### src/rtl/gda_err_recovery_n8_if.sv
// Handshake and status bundle for the GDA error-recovery stage.
// The slave modport is the stage's view and the master modport is the driver's view.
interface gda_err_recovery_n8_if #(
  parameter int CNT_W = 16
);
  logic             in_valid;
  logic             in_ready;
  logic [7:0]       in1;
  logic [7:0]       in2;
  logic [8:0]       approx_res;
  logic             recover_en;
  logic             out_valid;
  logic             out_ready;
  logic [8:0]       out_res;
  logic             out_err;
  logic             cnt_clr;
  logic [CNT_W-1:0] err_cnt;

  modport slave (
    input  in_valid, in1, in2, approx_res, recover_en, out_ready, cnt_clr,
    output in_ready, out_valid, out_res, out_err, err_cnt
  );

  modport master (
    output in_valid, in1, in2, approx_res, recover_en, out_ready, cnt_clr,
    input  in_ready, out_valid, out_res, out_err, err_cnt
  );
endinterface

### src/rtl/gda_err_recovery_n8.sv
// Error detection and recovery stage for the 8-bit GDA approximate adder.
// The adder can only miss the speculative carry into bit 6. That happens when a
// carry generated in bits [1:0] propagates through bits [5:2]. A clean sum is
// forwarded after the CHECK cycle. A faulty sum is repaired in FIX by adding 1
// to bits [8:6], or it is forwarded unchanged with out_err set.
module gda_err_recovery_n8 #(
  parameter int CNT_W = 16
) (
  input  logic                  clk,
  input  logic                  rst_n,
  gda_err_recovery_n8_if.slave  bus
);

  typedef enum logic [1:0] {
    S_IDLE  = 2'd0,
    S_CHECK = 2'd1,
    S_FIX   = 2'd2,
    S_OUT   = 2'd3
  } state_t;

  state_t           r_state;
  state_t           w_state_next;

  // Only operand bits [5:0] take part in the bit-6 carry check, so only they are kept.
  logic [5:0]       r_a;
  logic [5:0]       r_b;
  logic [8:0]       r_approx;
  logic             r_rec;
  logic [8:0]       r_out_res;
  logic             r_out_err;
  logic [CNT_W-1:0] r_cnt;

  logic             w_in_ready;
  logic             w_accept;
  logic [5:0]       w_p;
  logic [5:0]       w_g;
  logic             w_c2;
  logic             w_err;
  logic [8:0]       w_fixed;
  logic             w_cnt_sat;

  assign w_in_ready = (r_state == S_IDLE) | ((r_state == S_OUT) & bus.out_ready);
  assign w_accept   = bus.in_valid & w_in_ready;

  // Carry into bit 2 from the low pair, then full propagation through bits [5:2].
  assign w_p   = r_a ^ r_b;
  assign w_g   = r_a & r_b;
  assign w_c2  = w_g[1] | (w_p[1] & w_g[0]);
  assign w_err = (&w_p[5:2]) & w_c2;

  // The missed carry is restored on the upper three bits. The low six bits are already exact.
  assign w_fixed = {r_approx[8:6] + 3'd1, r_approx[5:0]};

  assign w_cnt_sat = &r_cnt;

  // State register
  always_ff @(posedge clk) begin
    if (!rst_n) begin
      r_state <= S_IDLE;
    end else begin
      r_state <= w_state_next;
    end
  end

  // Next-state selection
  always_comb begin
    w_state_next = r_state;
    case (r_state)
      S_IDLE: begin
        if (w_accept) begin
          w_state_next = S_CHECK;
        end
      end
      S_CHECK: begin
        if (w_err && r_rec) begin
          w_state_next = S_FIX;
        end else begin
          w_state_next = S_OUT;
        end
      end
      S_FIX: begin
        w_state_next = S_OUT;
      end
      S_OUT: begin
        if (bus.out_ready) begin
          w_state_next = w_accept ? S_CHECK : S_IDLE;
        end
      end
      default: begin
        w_state_next = S_IDLE;
      end
    endcase
  end

  // Capture the operand/result triple and the recovery mode on accept
  always_ff @(posedge clk) begin
    if (!rst_n) begin
      r_a      <= '0;
      r_b      <= '0;
      r_approx <= '0;
      r_rec    <= 1'b0;
    end else if (w_accept) begin
      r_a      <= bus.in1[5:0];
      r_b      <= bus.in2[5:0];
      r_approx <= bus.approx_res;
      r_rec    <= bus.recover_en;
    end
  end

  // Result registers: loaded in CHECK (pass-through) or FIX (corrected), held otherwise
  always_ff @(posedge clk) begin
    if (!rst_n) begin
      r_out_res <= '0;
      r_out_err <= 1'b0;
    end else if (r_state == S_CHECK) begin
      if (!(w_err && r_rec)) begin
        r_out_res <= r_approx;
        r_out_err <= w_err;
      end
    end else if (r_state == S_FIX) begin
      r_out_res <= w_fixed;
      r_out_err <= 1'b1;
    end
  end

  // Saturating error counter. A clear wins over a same-cycle increment.
  always_ff @(posedge clk) begin
    if (!rst_n) begin
      r_cnt <= '0;
    end else if (bus.cnt_clr) begin
      r_cnt <= '0;
    end else if ((r_state == S_CHECK) && w_err && !w_cnt_sat) begin
      r_cnt <= r_cnt + 1'b1;
    end
  end

  assign bus.in_ready  = w_in_ready;
  assign bus.out_valid = (r_state == S_OUT);
  assign bus.out_res   = r_out_res;
  assign bus.out_err   = r_out_err;
  assign bus.err_cnt   = r_cnt;

endmodule
### src/flat_wrapper.sv
// flat-port wrapper written by rule: the top's interface ports become plain ports
module gda_err_recovery_n8_flat 
#(
  parameter int CNT_W = 16
)
  (clk, rst_n, bus_in_valid, bus_in1, bus_in2, bus_approx_res, bus_recover_en, bus_out_ready, bus_cnt_clr, bus_in_ready, bus_out_valid, bus_out_res, bus_out_err, bus_err_cnt);
  gda_err_recovery_n8_if #(.CNT_W(CNT_W)) bus_i ();
  input  logic clk;
  input  logic rst_n;
  input wire logic [$bits(bus_i.in_valid)-1:0] bus_in_valid;
  input wire logic [$bits(bus_i.in1)-1:0] bus_in1;
  input wire logic [$bits(bus_i.in2)-1:0] bus_in2;
  input wire logic [$bits(bus_i.approx_res)-1:0] bus_approx_res;
  input wire logic [$bits(bus_i.recover_en)-1:0] bus_recover_en;
  input wire logic [$bits(bus_i.out_ready)-1:0] bus_out_ready;
  input wire logic [$bits(bus_i.cnt_clr)-1:0] bus_cnt_clr;
  output wire logic [$bits(bus_i.in_ready)-1:0] bus_in_ready;
  output wire logic [$bits(bus_i.out_valid)-1:0] bus_out_valid;
  output wire logic [$bits(bus_i.out_res)-1:0] bus_out_res;
  output wire logic [$bits(bus_i.out_err)-1:0] bus_out_err;
  output wire logic [$bits(bus_i.err_cnt)-1:0] bus_err_cnt;
  assign bus_i.in_valid = bus_in_valid;
  assign bus_i.in1 = bus_in1;
  assign bus_i.in2 = bus_in2;
  assign bus_i.approx_res = bus_approx_res;
  assign bus_i.recover_en = bus_recover_en;
  assign bus_i.out_ready = bus_out_ready;
  assign bus_i.cnt_clr = bus_cnt_clr;
  assign bus_in_ready = bus_i.in_ready;
  assign bus_out_valid = bus_i.out_valid;
  assign bus_out_res = bus_i.out_res;
  assign bus_out_err = bus_i.out_err;
  assign bus_err_cnt = bus_i.err_cnt;
  gda_err_recovery_n8 #(.CNT_W(CNT_W)) u_core (.clk(clk), .rst_n(rst_n), .bus(bus_i));
endmodule
### config.mk
export PLATFORM = sky130hd
export DESIGN_NAME = gda_err_recovery_n8_flat
export DESIGN_NICKNAME = d
export VERILOG_FILES = /design/src/rtl/gda_err_recovery_n8_if.sv /design/src/rtl/gda_err_recovery_n8.sv /design/src/flat_wrapper.sv
export SDC_FILE = /design/constraint.sdc
export NUM_CORES = 1
export LEC_CHECK = 0
export ABC_AREA = 1
export CAP_MARGIN = 30
export CORE_ASPECT_RATIO = 0.6
export CORE_MARGIN = 2
export CORE_UTILIZATION = 53
export DETAILED_ROUTE_END_ITERATION = 7
export PLACE_DENSITY = 0.83
export SYNTH_ARGS = -nofsm -noshare
export SYNTH_HDL_FRONTEND = slang
export SYNTH_SLANG_ARGS = --single-unit
### constraint.sdc
create_clock -name clk -period 2.95 [get_ports clk]
set_input_delay 0.4425 -clock clk [delete_from_list [all_inputs] [get_ports clk]]
set_output_delay 0.4425 -clock clk [all_outputs]
set_load 0.01 [all_outputs]
* Word level (Yosys, flattened, before mapping)
Cells that the tools add are included.
** Cells by class
- Add/subtract/negate cells :: 2
- Equal/unequal tests :: 6
- Muxes and demuxes :: 11
- Bitwise logic cells :: 9
- Reductions and logical operators :: 11
** Operators by type and width (number)
- 2-to-1 mux 9 bit :: 3
- adder 16 x 1 -> 16 bit, second input constant :: 1
- AND reduction 16 bit :: 1
- case mux 2 bit (4 select lines) :: 1
- bitwise XOR 6 bit :: 1
- 2-to-1 mux 1 bit :: 5
- AND 1 bit :: 4
- equality test 2 bit, second input constant :: 2
- 2-to-1 mux 2 bit :: 2
- != test 2 bit, second input constant :: 2
- AND reduction 2 bit :: 2
- AND reduction 4 bit :: 1
- adder 3 x 1 -> 3 bit, second input constant :: 1
- logical AND 1 bit :: 3
- AND 2 bit :: 1
- equality test 2 x 1 -> 1 bit, second input constant :: 1
- zero test 2 bit :: 1
- != test 2 x 1 -> 1 bit, second input constant :: 1
- OR 1 bit :: 2
- nonzero test 2 bit :: 1
- OR reduction 2 bit :: 1
- zero test 1 bit :: 1
- NOT 1 bit :: 1
** Word-level totals
- Bits in registers :: 50
- Output and inout bits :: 28
- Word-level logic and storage cells :: 47

* Longest topological paths before layout
Gate-level depths: netlist (run 1).
- Word-level depth :: 7
- Mapped depth :: 10
- Mapped depth without buffers :: 9

* Worst setup path before layout (run 1)
OpenSTA, ideal clock, no wires.
- Path kind :: register to register
- Start point :: register u_core.r_state[1]
- End point :: register u_core.r_out_res[0] (netlist: u_core.bus.out_res[0])
- Library setup time :: 0.115 ns
- Arrival :: 1.439 ns
- Data required time :: 2.835 ns
- Path slack :: 1.396 ns
- Cell stages (with the launch flop) :: 9
- Buffers on the path :: 2
- Clock period less this slack :: 1.554 ns
- Cells stage by stage :: dfxtp_1 inv_1 ha_1 clkbuf_2 inv_1 nand2_1 buf_2 a21oi_1 nor2_1
** Between the ends
- Word-level cells in the longest chain between the ends :: 3
- Elaborated cells between the ends (all ways) :: 6
- Those cells by class :: eq/ne: 3; mux: 1; reduce/logical: 2
** Ends and longest elaborated chain
- from (decl) :: line gda_err_recovery_n8.sv:21 : state_t r_state;
- from (signal assigned) :: line gda_err_recovery_n8.sv:61 : r_state <= w_state_next;
- equality test 2 x 1 -> 1 bit / equality test 2 bit (equally long branches) :: line gda_err_recovery_n8.sv:115, gda_err_recovery_n8.sv:120
- != test 2 bit (no source line) / nonzero test 2 bit (equally long branches)
- AND reduction 2 bit (no source line)
- to (signal assigned) :: line gda_err_recovery_n8.sv:117 : r_out_res <= r_approx;
- to (signal assigned) :: line gda_err_recovery_n8.sv:121 : r_out_res <= w_fixed;
- to (decl) :: line gda_err_recovery_n8.sv:29 : logic [8:0] r_out_res;
Several ways; a longest one is shown, not always the timed one.
A chain may end at the register's enable or synchronous reset.

* Worst setup path after layout (run 1)
- Start point :: register u_core.r_state[0]
- End point :: output port bus_in_ready
** Between the ends
- Word-level cells in the longest chain between the ends :: 3
- Elaborated cells between the ends (all ways) :: 4
- Those cells by class :: eq/ne: 1; bitwise: 2; reduce/logical: 1
** Ends and longest elaborated chain
- equality test 2 bit :: line gda_err_recovery_n8.sv:42 : assign w_in_ready = (r_state == S_IDLE) | ((r_state == S_OUT) & bus.out_ready);
- AND 1 bit :: line gda_err_recovery_n8.sv:42
- OR 1 bit * :: line gda_err_recovery_n8.sv:42
- to (decl) :: line flat_wrapper.sv:17 : output wire logic [$bits(bus_i.in_ready)-1:0] bus_in_ready;
Every way passes the cells marked *; elsewhere a longest branch is shown, timed or not.

==> metrics.txt, run 1 <==
status=finished, final reports clean; maximum level of the CTS H-tree=2; aggregate global-route resource usage=0.250; number of antenna violations at the first check in global routing=0; Slew @ Worst Pin=about 0.59 ns; shortest period the worst path allows=roughly 2 ns; via count of the first global-routing pass=2294; placed cells=around 480; residual DRC count=0; RSZ-0062 raised after global routing=false; final worst path period share=0.698; worst ir drop on vdd=between 0.4 and 0.5 mV; placer's final routability congestion estimate=approximately 0.87; worst hold path class=reg -> reg; origin of the worst min-delay path=u_core.r_b[4]; Post-Route Setup TNS=0 ns; number of enable-type register cells in the synthesized netlist=0; critical path required time=between 2 and 3 ns; data arrival time of the worst path=approximately 1.6 ns; dominant register cell in the synthesized netlist=sky130_fd_sc_hd__dfxtp_1; post-synth top area cell=sky130_fd_sc_hd__dfxtp_1; number of cells in the finished layout apart from fillers=approximately 490; Worst Hold End=u_core.r_b[4]; row count=19; fraction of layout cells with a size suffix above 1=0.0403; post-CTS setup buffer count=0; Startpoint Class=register; area added between synthesis and finish=26.4%; Nets=460; Inserted Clock Buffers=5; worst reg2reg path depth=7; clock edge transition at the registers on the reported setup and hold paths=roughly 0.090 ns; global-route wire length before repair=between 10000 and 15000 um; routed via count=between 2000 and 3000; die outline height=roughly 58 um; Worst Setup End Kind=primary output; detailed-router iteration count before antenna repair=4; worst skew pair latency=about 0.31 ns; total die area=5390 sq um; Post-DRT Antenna Nets=0; quantity of gates resized following cts=0; DR WL/cell=roughly 13 um; area share of the largest cell type after synthesis=0.393; Area contributors post-synth=sky130_fd_sc_hd__dfxtp_1 39%, sky130_fd_sc_hd__nand2_1 12%, sky130_fd_sc_hd__nor2_1 8.7%, sky130_fd_sc_hd__a21oi_1 6.7%, sky130_fd_sc_hd__inv_1 5.7%; die width=a little over 90 um; final setup violation count=0; clock net sink count=50; Cell variety after synth=24; largest net degree at the start of global routing=35; post-synthesis sequential element count=50; Slew headroom=0.607; top fanout value on the critical path=4; buffer type at the clock tree root=sky130_fd_sc_hd__clkbuf_8; async set or reset register ratio after synthesis=0; Crit Reg-Reg Endpoint=u_core.bus.err_cnt[8]; HPWL Detailed=4610 um; utilization after layout=0.701; Remaining Overflow, GRT=0; maximum clock frequency=slightly below 500 MHz; static power due to leakage=~1.3 nW; Min-Delay Path Depth=2; power density relative to cell area=between 700 and 800 nW/um^2; clk buf depth=2; via density per instance=between 5 and 6; detailed router's first-iteration violation count=approximately 130; sequential cell area fraction in the yosys report=0.393; Post-Syn Area=~2500 sq um; nets in the synthesized netlist=around 410; starting density of the core=0.555; Post-Syn Area per Cell=~6.8 sq um; total wirelength of the detailed-routed design=approximately 6300 um; Worst Skew=between 0.007 and 0.008 ns; endpoints failing hold=0; most common cell after layout, fill and taps aside=sky130_fd_sc_hd__nand2_1; clock tree from TritonCTS=built; worst reg2reg startpoint=u_core.bus.err_cnt[0]; critical path start-end classification=reg -> out; number of ports placed on the die boundary=just under 60; number of port buffers=between 50 and 60; flop2flop setup slack=0.94 ns; number of pins with negative max-slew slack in the final report=0; floorplan core area=4590 sq um; number of hold-repair buffers added at the cts stage=0; number of warnings issued by yosys=0; Cells after Synth=373; most frequent cells in the layout=84 x sky130_fd_sc_hd__nand2_1, 59 x sky130_fd_sc_hd__nor2_1, 54 x sky130_fd_sc_hd__clkdlybuf4s50_1; reported max-cap violation count=0; ANT cells=0
-- logic make-up (layout without fill, tap and decap cells) --
family | Yosys count | in the layout | share of synthesized area
adders and majority gates | 8 | 8 | 0.0393
xor gates and xnor gates | 10 | 10 | 0.0344
DFF | 50 | 50 | 0.393
buffers and inverters | 55 | 104 | 0.0884
and+or+nand+nor | 188 | 188 | 0.321
AOI/OAI and AO/OA | 62 | 62 | 0.123
-- through the flow --
step | setup slack [ns] | total power [mW] | hold WS (ns) | instance area [sq um]
after global routing | 0.790 | 2.49 | 0.498 | 3220
final | 0.890 | 2.32 | 0.477 | 3220
after CTS | 0.897 | 2.31 | 0.477 | 3220
after global placement | 0.936 | 1.79 | 0.454 | 3110
after floorplan | 1.40 | 1.52 | 0.443 | 2550
after detailed placement | 0.893 | 1.82 | 0.459 | 3110
-- per-layer routing --
| layer | GRT usage | up-vias | wire length (um) |
|---|---|---|---|
| met1 | 0.367 | 1175 | 3090 |
| met4 | 0.0777 | 0 | 68 |
| met2 | 0.371 | 107 | 2680 |
| met3 | 0.0559 | 7 | 506 |
| li1 | - | 1297 | - |
| met5 | 0 | - | 0 |
-- where the power goes --
group | internal (mW) | total, mW | leakage (nW) | switching (mW)
combinational | 0.376 | 0.899 | 0.811 | 0.524
clock | 0.255 | 0.498 | 0.0585 | 0.244
sequential | 0.829 | 0.927 | 0.410 | 0.0985
total | 1.46 | 2.32 | 1.28 | 0.866
-- critical path, stage by stage (launching register included) --
cell and delay [ns]:
sky130_fd_sc_hd__dfxtp_1 0.39, sky130_fd_sc_hd__inv_1 0.10, sky130_fd_sc_hd__ha_1 0.20, sky130_fd_sc_hd__inv_1 0.07, sky130_fd_sc_hd__nand2_1 0.07, sky130_fd_sc_hd__clkdlybuf4s50_1 0.48
-- Yosys cell counts, types with 2 or more instances --
cell type,instances
sky130_fd_sc_hd__nand3_1,26
sky130_fd_sc_hd__ha_1,8
sky130_fd_sc_hd__xnor2_1,4
sky130_fd_sc_hd__clkbuf_1,9
sky130_fd_sc_hd__xor2_1,6
sky130_fd_sc_hd__buf_6,2
sky130_fd_sc_hd__nand4_1,12
sky130_fd_sc_hd__buf_2,2
sky130_fd_sc_hd__nor2_1,59
sky130_fd_sc_hd__nand2_1,84
sky130_fd_sc_hd__a21oi_1,34
sky130_fd_sc_hd__nor2_4,3
sky130_fd_sc_hd__a31oi_1,2
sky130_fd_sc_hd__dfxtp_1,50
sky130_fd_sc_hd__inv_1,39
sky130_fd_sc_hd__o21ai_0,25
-- sequential cells by signal, indices dropped and copies added (netlist names) --
name / flops
u_core.r_a: 6
u_core.r_state: 2
u_core.r_approx: 9
u_core.r_b: 6
u_core.bus.out_err: 1
u_core.bus.out_res: 9
u_core.bus.err_cnt: 16
u_core.r_rec: 1
-- worst max-delay path by stage --
stage                            endpoint  slack [ns]                  start  cells past startpoint
floorplan           u_core.bus.out_res[0]        1.40      u_core.r_state[1]                      8
global placement             bus_in_ready        0.94          bus_out_ready                      4
detailed placement      u_core.r_state[0]        0.89          bus_out_ready                      8
CTS                          bus_in_ready        0.90      u_core.r_state[0]                      5
global route        u_core.bus.err_cnt[0]        0.79  u_core.bus.err_cnt[0]                      7
finish                       bus_in_ready        0.89      u_core.r_state[0]                      5
-- cell type report --
type | count | area [sq um]
inverter | 40 | 150
clock buffer | 5 | 68.8
sequential | 50 | 1000
clock inverter | 3 | 43.8
fill | 383 | 1370
tap | 63 | 78.8
timing repair buffer | 56 | 556
multi-input combinational | 268 | 1320
Power figures use the tool's default switching activity.
==> inputs of run 2 (changes only) <==
--- a/config.mk
+++ b/config.mk
@@ -9,9 +9,9 @@
 export CAP_MARGIN = 30
 export CORE_ASPECT_RATIO = 0.6
 export CORE_MARGIN = 2
-export CORE_UTILIZATION = 53
+export CORE_UTILIZATION = 45
 export DETAILED_ROUTE_END_ITERATION = 7
-export PLACE_DENSITY = 0.83
+export PLACE_DENSITY = 0.75
 export SYNTH_ARGS = -nofsm -noshare
 export SYNTH_HDL_FRONTEND = slang
 export SYNTH_SLANG_ARGS = --single-unit
==> constraint.sdc (replaced) <==
create_clock -name clk -period 1.77 [get_ports clk]
set_input_delay 0.2655 -clock clk [delete_from_list [all_inputs] [get_ports clk]]
set_output_delay 0.2655 -clock clk [all_outputs]
set_load 0.01 [all_outputs]
==> run 2 against run 1 <==
Critical path depth fell by 3. Total power rose by 63%. Routed wire length rose by 1.2%. Global-route usage fell by 4.5 points. Count of clock-buffer cells in the layout rose by 2. Non-clock buffer count rose by 11. Die area rose by 17%. Sequential power rose by 66%. Sequential share of layout area fell by 1.1 points.
==> metrics.txt, run 2 (same netlist as run 1, synthesis figures left out) <==
status=finished, final reports clean; Post-Route Setup TNS=0 ns; number of port buffers=between 50 and 60; final setup violation count=0; via count of the first global-routing pass=approximately 2200; Worst Skew=0.00437 ns; aggregate global-route resource usage=0.205; routed via count=roughly 2600; placer's final routability congestion estimate=approximately 0.85; top fanout value on the critical path=4; worst ir drop on vdd=approximately 0.49 mV; Place WS=between 0.08 and 0.09 ns; switching share of power=0.375; critical path required time=about 1.5 ns; die outline height=between 60 and 70 um; endpoints failing hold=0; worst skew pair latency=around 0.30 ns; row count=21; internal power contribution=roughly 2.4 mW; flip-flop count of the largest register after layout=16; most common cell after layout, fill and taps aside=sky130_fd_sc_hd__nand2_1; worst hold path class=reg -> reg; largest net degree at the start of global routing=26; Psw=1.42 mW; residual DRC count=0; utilization after layout=0.605; area added between synthesis and finish=31.2%; via density per instance=about 5.1; Inserted Clock Buffers=5; relative contribution of combinational cells to total power=0.411; data arrival time of the worst path=around 1.4 ns; maximum level of the CTS H-tree=2; total die area=6300 sq um; detailed router's first-iteration violation count=slightly below 200; Slew headroom=0.664; critical path start-end classification=reg -> out; final worst path period share=0.956; sequential fraction of design power=0.407; fraction of layout cells with a size suffix above 1=0.0806; most frequent cells in the layout=83 x sky130_fd_sc_hd__nand2_1, 58 x sky130_fd_sc_hd__nor2_1, 53 x sky130_fd_sc_hd__clkdlybuf4s50_1; total wirelength of the detailed-routed design=around 6400 um; power density relative to cell area=~1100 nW/um^2; Remaining Overflow, GRT=0; static power due to leakage=between 1 and 1.5 nW; number of antenna violations at the first check in global routing=0; floorplan core area=roughly 5500 sq um; shortest period the worst path allows=about 1.7 ns; Nets=472; ANT cells=0; clk buf depth=2; Post-DRT Antenna Nets=0; final worst hold slack=about 0.47 ns; Worst Setup End Kind=primary output; DR WL/cell=approximately 13 um; total non-filler cell area in the finished layout=between 3000 and 4000 sq um; buffer type at the clock tree root=sky130_fd_sc_hd__clkbuf_8; starting density of the core=0.461; crit path setup slack, layout=between 0.07 and 0.08 ns; total chip power=roughly 3.8 mW; number of cells in the finished layout apart from fillers=approximately 500; number of pins with negative max-slew slack in the final report=0; reported max-cap violation count=0; RSZ-0062 raised after global routing=false; Clk pwr share=0.182; clock edge transition at the registers on the reported setup and hold paths=around 0.09 ns; HPWL Detailed=roughly 4600 um; clock tree from TritonCTS=built; Slew @ Worst Pin=roughly 0.50 ns; number of ports placed on the die boundary=between 50 and 60; placed cells=~500; global-route wire length before repair=10400 um; clock net sink count=50; maximum clock frequency=around 590 MHz; Startpoint Class=register; number of hold-repair buffers added at the cts stage=0; detailed-router iteration count before antenna repair=5; Placement Cell Area=around 3200 sq um; die width=101 um
-- run 2: metal layers --
layer / vias to the layer above / part of all wire / wire length [um] / track usage
met1: 1153 / 0.48 / 3100 / 0.318
li1: 1319 / - / - / -
met4: 0 / 0.0070 / 45 / 0.0422
met2: 96 / 0.41 / 2660 / 0.289
met5: - / 0 / 0 / 0
met3: 9 / 0.094 / 605 / 0.0450
-- run 2: path summary, 6_finish.rpt --
check | from | end | slack [ns] | cells past startpoint
max | u_core.r_state[1] | bus_out_valid | 0.08 | 2
min | u_core.r_a[5] | u_core.r_a[5] | 0.47 | 2
max reg2reg | u_core.r_b[1] | u_core.bus.out_res[8] | 0.10 | 8
min reg2reg | u_core.r_a[5] | u_core.r_a[5] | 0.47 | 2
-- run 2: layout make-up --
cell class | count | area [sq um]
fillers | 519 | 2180
multi-input cells | 269 | 1360
flip-flops and latches | 50 | 1000
repair buffers | 67 | 649
inverters | 40 | 150
clock buffers | 7 | 86.3
well taps | 69 | 86.3
clock inverters | 1 | 5.00
-- run 2: critical path, cell delays in order (launching register included) --
cell                              delay [ns]
sky130_fd_sc_hd__dfxtp_1                0.37
sky130_fd_sc_hd__ha_2                   0.22
sky130_fd_sc_hd__clkdlybuf4s50_1        0.54
-- run 2: repair_timing --
| action | CTS | global route |
|---|---|---|
| pin swaps | 0 | 2 |
| cloned | 0 | 1 |
| endpoints found under the setup margin | 1 | 17 |
| resized for setup | 4 | 7 |
| setup buffers | 0 | 1 |
-- run 2: power by group through the flow --
stage	clock network (mW)	logic, mW	registers [mW]
final	0.690	1.56	1.54
after global routing	0.762	1.78	1.58
after CTS	0.711	1.54	1.55
after detailed placement	0	1.54	1.57
after global placement	0	1.49	1.55
after floorplan	0	0.971	1.57
